==> config.mk <==
export PLATFORM = sky130hd
export DESIGN_NAME = instruction_dispatch
export DESIGN_NICKNAME = d
export VERILOG_FILES = /design/src/rtl/instruction_dispatch.sv
export SDC_FILE = /design/constraint.sdc
export NUM_CORES = 1
export LEC_CHECK = 0
export CORE_ASPECT_RATIO = 0.6
export CORE_MARGIN = 10
export CORE_UTILIZATION = 47
export DETAILED_ROUTE_END_ITERATION = 10
export PLACE_DENSITY = 0.81
export RECOVER_POWER = 100
export SKIP_LAST_GASP = 1
export SYNTH_ARGS = -nofsm -noshare
export SYNTH_HDL_FRONTEND = slang
export SYNTH_SLANG_ARGS = --single-unit
==> constraint.sdc <==
create_clock -name clock_i -period 9.4 [get_ports clock_i]
set_input_delay 1.88 -clock clock_i [delete_from_list [all_inputs] [get_ports clock_i]]
set_output_delay 1.88 -clock clock_i [all_outputs]
set_load 0.01 [all_outputs]
==> src/rtl/instruction_dispatch.sv <==
// instruction_dispatch: in-order FIFO that tags decoded instructions and hands each to one functional unit.
// Optional DISPATCH_PERF_EN builds the dispatch and stall-cycle counters.
module instruction_dispatch #(
    parameter int FIFO_DEPTH       = 4,
    parameter int NUM_FU           = 4,
    parameter int SEQ_WIDTH        = 6,
    parameter int immWidth         = 24,
    parameter int regWidth         = 5,
    parameter int opcodeWidth      = 6,
    parameter int XxoOpcodeWidth   = 10,
    parameter int formatIndexRange = 5,
    localparam int CW              = $clog2(FIFO_DEPTH) + 1
) (
    input  logic                        clock_i,
    input  logic                        resetn_i,
    input  logic                        enable_i,
    input  logic [63:0]                 instructionAddress_i,
    input  logic [opcodeWidth-1:0]      opcode_i,
    input  logic [XxoOpcodeWidth-1:0]   xOpcode_i,
    input  logic                        xOpcodeEnable_i,
    input  logic [formatIndexRange-1:0] instructionFormat_i,
    input  logic [2:0]                  functionalUnitCode_i,
    input  logic [regWidth-1:0]         reg1_i,
    input  logic [regWidth-1:0]         reg2_i,
    input  logic [regWidth-1:0]         reg3_i,
    input  logic [1:0]                  reg1Use_i,
    input  logic [1:0]                  reg2Use_i,
    input  logic [1:0]                  reg3Use_i,
    input  logic                        reg1Enable_i,
    input  logic                        reg2Enable_i,
    input  logic                        reg3Enable_i,
    input  logic                        reg2ValOrZero_i,
    input  logic                        reg3IsImmediate_i,
    input  logic [immWidth-1:0]         imm_i,
    input  logic                        immEnable_i,
    input  logic                        bit1_i,
    input  logic                        bit2_i,
    input  logic [NUM_FU-1:0]           fuReady_i,
    output logic                        stall_o,
    output logic [NUM_FU-1:0]           fuValid_o,
    output logic [63:0]                 instructionAddress_o,
    output logic [opcodeWidth-1:0]      opcode_o,
    output logic [XxoOpcodeWidth-1:0]   xOpcode_o,
    output logic                        xOpcodeEnable_o,
    output logic [formatIndexRange-1:0] instructionFormat_o,
    output logic [2:0]                  functionalUnitCode_o,
    output logic [regWidth-1:0]         reg1_o,
    output logic [regWidth-1:0]         reg2_o,
    output logic [regWidth-1:0]         reg3_o,
    output logic [1:0]                  reg1Use_o,
    output logic [1:0]                  reg2Use_o,
    output logic [1:0]                  reg3Use_o,
    output logic                        reg1Enable_o,
    output logic                        reg2Enable_o,
    output logic                        reg3Enable_o,
    output logic                        reg2ValOrZero_o,
    output logic                        reg3IsImmediate_o,
    output logic [immWidth-1:0]         imm_o,
    output logic                        immEnable_o,
    output logic                        bit1_o,
    output logic                        bit2_o,
    output logic [SEQ_WIDTH-1:0]        seqTag_o,
    output logic [CW-1:0]               count_o,
    output logic                        badFu_o,
    output logic                        overflow_o,
    output logic [31:0]                 dispatchCount_o,
    output logic [31:0]                 stallCycles_o
);
    localparam int AW = $clog2(FIFO_DEPTH);
    localparam int EW = 64 + opcodeWidth + XxoOpcodeWidth + 1 + formatIndexRange + 3
                      + 3 * regWidth + 6 + 3 + 2 + immWidth + 3 + SEQ_WIDTH;
    localparam logic [CW-1:0] DEPTH = CW'(FIFO_DEPTH);
    localparam logic [3:0] NFU = 4'(NUM_FU);

    logic [EW-1:0]        mem [FIFO_DEPTH];
    logic [EW-1:0]        wr_data, head;
    logic [AW-1:0]        wr_ptr, rd_ptr;
    logic [SEQ_WIDTH-1:0] seq;
    logic                 empty, full, push, pop, fire, code_ok, discard;

    assign wr_data = {instructionAddress_i, opcode_i, xOpcode_i, xOpcodeEnable_i, instructionFormat_i,
                      functionalUnitCode_i, reg1_i, reg2_i, reg3_i, reg1Use_i, reg2Use_i, reg3Use_i,
                      reg1Enable_i, reg2Enable_i, reg3Enable_i, reg2ValOrZero_i, reg3IsImmediate_i,
                      imm_i, immEnable_i, bit1_i, bit2_i, seq};

    // An empty FIFO presents an all-zero head so payloads read 0 without resetting storage.
    assign head = empty ? '0 : mem[rd_ptr];
    assign {instructionAddress_o, opcode_o, xOpcode_o, xOpcodeEnable_o, instructionFormat_o,
            functionalUnitCode_o, reg1_o, reg2_o, reg3_o, reg1Use_o, reg2Use_o, reg3Use_o,
            reg1Enable_o, reg2Enable_o, reg3Enable_o, reg2ValOrZero_o, reg3IsImmediate_o,
            imm_o, immEnable_o, bit1_o, bit2_o, seqTag_o} = head;

    assign empty     = count_o == '0;
    assign full      = count_o == DEPTH;
    assign stall_o   = count_o >= DEPTH - CW'(1);
    assign code_ok   = {1'b0, functionalUnitCode_o} < NFU;
    assign fuValid_o = (!empty && code_ok) ? NUM_FU'(1) << functionalUnitCode_o : '0;
    assign fire      = |(fuValid_o & fuReady_i);
    assign discard   = !empty && !code_ok;
    assign pop       = fire || discard;
    assign push      = enable_i && !full;

    always_ff @(posedge clock_i) begin
        if (push) mem[wr_ptr] <= wr_data;
    end

    always_ff @(posedge clock_i or negedge resetn_i) begin
        if (!resetn_i) begin
            wr_ptr     <= '0;
            rd_ptr     <= '0;
            count_o    <= '0;
            seq        <= '0;
            overflow_o <= 1'b0;
            badFu_o    <= 1'b0;
        end else begin
            if (push) begin
                wr_ptr <= wr_ptr + AW'(1);
                seq    <= seq + SEQ_WIDTH'(1);
            end
            if (pop) rd_ptr <= rd_ptr + AW'(1);
            count_o <= count_o + CW'(push) - CW'(pop);
            if (enable_i && full) overflow_o <= 1'b1;
            badFu_o <= discard;
        end
    end

`ifdef DISPATCH_PERF_EN
    logic [31:0] dispatch_cnt, stall_cnt;
    always_ff @(posedge clock_i or negedge resetn_i) begin
        if (!resetn_i) begin
            dispatch_cnt <= '0;
            stall_cnt    <= '0;
        end else begin
            dispatch_cnt <= dispatch_cnt + 32'(fire);
            stall_cnt    <= stall_cnt + 32'(stall_o);
        end
    end
    assign dispatchCount_o = dispatch_cnt;
    assign stallCycles_o   = stall_cnt;
`else
    assign dispatchCount_o = '0;
    assign stallCycles_o   = '0;
`endif
endmodule

* Word-level counts from Yosys, hierarchy flattened
Memory sizes are Yosys's and may differ from the RTL's.
Cells that the tools add are included.
** Storage, ports and cells
- Input port bits :: 149
- Bits in writable memories :: 592
- Memories kept :: 1
- Register bits after elaboration :: 15
** Memories
- mem :: words 4, bits a word 148, read ports 1, clocked after Yosys merged registers in 0, write ports 1, RTL line 75 : logic [EW-1:0] mem [FIFO_DEPTH];
** Operators by class
- Equal/unequal tests :: 1
- Magnitude comparators :: 2
- Muxes and demuxes :: 4
- Shift-type cells :: 1
- Reduce and logical (&&, ||, !) cells :: 10
- Bitwise operators :: 1
- Add/subtract/negate cells :: 5
** Operators with widths (count)
- 2-to-1 mux 148 bit :: 1
- adder 6 x 1 -> 6 bit, second input constant :: 1
- adder 2 x 1 -> 2 bit, second input constant :: 2
- bitwise AND 4 bit :: 1
- logical AND 1 bit :: 4
- 2-to-1 mux 4 bit :: 1
- OR reduction 4 bit :: 1
- << shifter 1 x 3 -> 4 bit, first input constant :: 1
- adder 3 x 1 -> 3 bit :: 1
- equality test 3 bit, second input constant :: 1
- greater-or-equal comparator 3 x 2 -> 1 bit, second input constant :: 1
- zero test 1 bit :: 3
- zero test 3 bit :: 1
- less-than comparator 3 bit, second input constant :: 1
- subtractor 3 x 1 -> 3 bit :: 1
- 2-to-1 mux 1 bit :: 2
- logical OR 1 bit :: 1

* Logic depth before layout (Yosys ltp)
- Depth after elaboration :: 9
- Gate-level depth with buffers :: 13
- Mapped depth without buffers :: 11

* Worst setup path after synthesis
OpenSTA, ideal clock, no wires.
- Path type :: input-to-reg
- Start :: input enable_i
- End :: memory mem[0][0] (netlist bit), enable pin
- Slack :: 2915 ps
- Path buffers :: 1
- Arrival :: 5960 ps
- Required time :: 8875 ps
- Stages on the path :: 3
- Setup time :: 525 ps
- Cells stage by stage :: a21boi_0 clkbuf_1 and2_1
** On the way
- Longest elaborated chain between the ends :: 3
** RTL lines
- from (decl) :: RTL line 16 : input logic enable_i,
- logical AND 1 bit :: RTL line 101 : assign push = enable_i && !full;
- 2-to-1 mux 1 bit :: RTL line 104 : if (push) mem[wr_ptr] <= wr_data;
- 2-to-1 mux 1 bit (implied by the code) :: RTL line 104
- to (decl) :: RTL line 75
Every way passes these cells.

* Final worst setup path
- Start :: register rd_ptr[1]
- End :: output reg2_o[2]
** On the way
- Longest elaborated chain between the ends :: 2
** RTL lines
- from (decl) :: RTL line 77 : logic [AW-1:0] wr_ptr, rd_ptr;
- from (signal assigned) :: RTL line 120 : if (pop) rd_ptr <= rd_ptr + AW'(1);
- memory read (4 x 148 bit)
- 2-to-1 mux 148 bit :: RTL line 87 : assign head = empty ? '0 : mem[rd_ptr];
- to (decl) :: RTL line 48 : output logic [regWidth-1:0] reg2_o,
Every way passes these cells.

==> flow_summary.json <==
{
  "status": "finished with violations",
  "violations": "capacitance limit, slew limit",
  "cp.depth": 4,
  "maxSlewHeadroom_pct": -35.6,
  "dp_hpwl_mm": 30.5,
  "cts_num_sinks": 607,
  "cpMaxStageDelayCell": "dfrtp_1",
  "finClkSkew_ns": 0.0205,
  "cp_data_required_time_ns": 7.52,
  "final_hold_viol_count": 0,
  "maxCapViolCount": 13,
  "core_mm2": 0.0496,
  "netlist_top_cells_area": "edfxtp_1 (75%), mux4_2 (14%), nor2b_1 (3.9%), buf_4 (2.1%), dfrtp_1 (1.6%)",
  "cts_buffers": 54,
  "htree_levels": 2,
  "power_frac_clock_pct": 21.5,
  "cpPeakStageDelay_ns": 1.54,
  "cts_hold_buffers": 0,
  "timing.fmax_mhz": 144,
  "min_period_ns": 6.97,
  "yosys.area.top_type": "edfxtp_1",
  "yosys_warnings": 0,
  "synth-simple-area-share_pct": 4.47,
  "tns_ns": 0,
  "syn_area_mm2": 0.0236,
  "drcViolationCount": 0,
  "antenna_left": 0,
  "clk_pin_slew_worst_paths_ns": 0.07,
  "setup_violations": 0,
  "reg2reg_from": "count_o[1]$_DFF_PN0_",
  "clkLatencyLatePin_ns": 0.58,
  "synth_compound_area_share_pct": 0.270,
  "switching_share_pct": 30.4,
  "holdPathStages": 1,
  "min_from": "overflow_o$_DFFE_PN0P_",
  "post-cts-setup-buffer-count": 0,
  "combPwrFrac_pct": 36.4,
  "wire_per_inst_um": 23.2,
  "root_buffer": "clkbuf_16",
  "path_delay_family": "buffers and inverters",
  "place.port_buffers": 306,
  "r2r_slack_ns": 4.09,
  "drtIter0Drc": 745,
  "final_nets": 1570,
  "ios": 371,
  "synth-xor-area-share_pct": 0.334,
  "hp-class": "flip-flop to flip-flop",
  "post_route_cells_drive_above_1_share_pct": 16.7,
  "track_usage_pct": 16.1,
  "fp.dieH_um": 194,
  "ys_ff_latch": 607,
  "grt-ovfl-total": 0,
  "worst_pin_slew_ns": 2.03,
  "finalMaxSlewViolations": 674,
  "grt_setup_unrepaired": "false",
  "via_per_inst": 5.24,
  "wirelength_mm": 48.8,
  "post-route-util_pct": 57.9,
  "synth_top_family_by_area": "multiplexers",
  "vias": 11000,
  "grt_pass1_vias": 11900,
  "synthCells": 1088,
  "seq_power_share_pct": 42.1,
  "clock_path_buffers": 3,
  "start_kind": "flip-flop",
  "reg2reg_depth": 4,
  "crit_chain": "clkbuf_2 > mux4_2 > nor2b_1 > dlygate4sd3_1",
  "nFillCells": 3554,
  "cp_max_fo": 60,
  "worst_hold_path.endpoint": "overflow_o$_DFFE_PN0P_",
  "path_buf_inv": 2,
  "p_int_mw": 6.37,
  "ys.flop_type": "edfxtp_1",
  "die-area_mm2": 0.0599,
  "total_leakage_power_nw": 9.52,
  "synth_top_area_share_pct": 75.2,
  "ys_types": 31,
  "holdWs_ns": 0.501,
  "synthArstFlopShare_pct": 2.47,
  "power.switching_mw": 2.79,
  "die_width_um": 309,
  "totalPowerFinal_mw": 9.16,
  "syn_to_final_growth_pct": 21.5,
  "cp.arrival_ns": 5.09,
  "synth_mux_area_share_pct": 14.4,
  "vdd_ir_drop_max_mv": 0.225,
  "dp_cells": 2006,
  "post_cts_resized": 0,
  "seq_area_frac_synth_pct": 76.8,
  "synthAdderAreaFrac_pct": 0.508,
  "grt_first_pass_wirelength_mm": 74.2,
  "gp_congestion": 0.714,
  "rows": 63,
  "antenna_found_initial": 11,
  "fin_crit_sh_pct": 74.1,
  "power.density_mw_per_mm2": 319,
  "fin_cells": 2107,
  "dr.pass1.iters": 4,
  "end_kind": "primary output",
  "start_util_pct": 47.7,
  "r2r-end": "mem[1][69]$_DFFE_PP_",
  "path_class": "flip-flop to primary output",
  "synth_edf_count": 592,
  "cts_tree": "built",
  "grt_max_degree": 72,
  "avgSynthCellArea_um2": 21.7
}
cell usage in the layout (no fill, tap or decap), drive strengths merged, types with 3 or more instances in the layout:
| cell type | instances |
|---|---|
| xnor2 | 7 |
| conb | 64 |
| clkinvlp | 4 |
| inv | 12 |
| nand2 | 9 |
| mux2i | 3 |
| mux4 | 148 |
| ha | 8 |
| and2 | 4 |
| dlygate4sd3 | 300 |
| o21ai | 3 |
| nor2 | 9 |
| edfxtp | 592 |
| buf | 6 |
| clkdlybuf4s50 | 6 |
| nor2b | 147 |
| dfrtp | 15 |
| mux2 | 3 |
| clkinv | 17 |
| diode | 11 |
| nand4 | 3 |
| clkbuf | 75 |
area by class of cell:
class	count	area (um2)	share of cell area, %
multi-input combinational	419	4960	17.3
antenna	11	27.5	0.0959
timing repair buffer	321	3170	11.0
inverter	9	33.8	0.118
clock buffer	66	1400	4.87
tap	650	813	2.83
sequential	607	18200	63.3
clock inverter	24	144	0.501
cells in the mapped netlist (2+ instances only):
cell	count
and2_1	4
buf_1	5
buf_2	27
buf_4	65
clkbuf_1	18
dfrtp_1	15
edfxtp_1	592
ha_1	8
inv_1	9
mux2_2	3
mux2i_1	3
mux4_2	148
nand2_1	9
nand4_1	3
nor2_1	9
nor2b_1	147
o21ai_0	2
xnor2_1	7
xor2_1	2
through the flow:
| step | setup WS [ns] | area (um2) |
|---|---|---|
| after floorplan | 2.91 | 23900 |
| after global placement | 4.06 | 27200 |
| after detailed placement | 4.06 | 27200 |
| after CTS | 3.42 | 28700 |
| after global routing | 2.09 | 28700 |
| final | 2.43 | 28700 |
power groups by stage:
stage / Combinational, mW / Clock (mW) / Sequential, mW
CTS: 3.63 / 2.03 / 3.85
global placement: 3.58 / 0 / 3.86
finish: 3.33 / 1.97 / 3.86
detailed placement: 3.61 / 0 / 3.90
floorplan: 2.03 / 0 / 3.82
global route: 3.60 / 2.14 / 3.92
routing by layer:
| metal | vias to the layer above | global-route usage (%) | wire length, um |
|---|---|---|---|
| met1 | 5821 | 21.4 | 20100 |
| met4 | 6 | 3.08 | 677 |
| met5 | - | 0 | 38 |
| met2 | 279 | 26.2 | 24200 |
| li1 | 4879 | - | - |
| met3 | 59 | 4.67 | 3740 |
worst register-to-register path, cell delays in order, from the launching register on:
cell      delay (ns)
dfrtp_1         0.46
nor2_1          0.12
a21boi_0        1.16
and2_0          1.41
clkbuf_2        1.59
flip-flops by register name, summed over array words and instances, names as in the netlist:
signal / flops
wr_ptr: 2
count_o: 3
seq: 6
mem: 592
badFu_o: 1
overflow_o: 1
rd_ptr: 2
how the worst max path moves through the flow:
| stage | from | endpoint |
|---|---|---|
| 4_1_cts | rd_ptr[0]$_DFFE_PN0P_ | fuValid_o[2] |
| 5_1_grt | rd_ptr[1]$_DFFE_PN0P_ | instructionAddress_o[9] |
| 3_3_place_gp | rd_ptr[0]$_DFFE_PN0P_ | fuValid_o[0] |
| 2_1_floorplan | enable_i | mem[0][0]$_DFFE_PP_ |
| 6_report | rd_ptr[1]$_DFFE_PN0P_ | reg2_o[2] |
| 3_5_place_dp | rd_ptr[0]$_DFFE_PN0P_ | fuValid_o[2] |
cell families after synthesis:
group,count (synthesis)
AOI/OAI and AO/OA,7
xor gates and xnor gates,9
adders and majority gates,9
buffers and inverters,125
DFF,607
muxes,154
other,1
and+or+nand+nor,176
(Power assumes the default switching activity.)
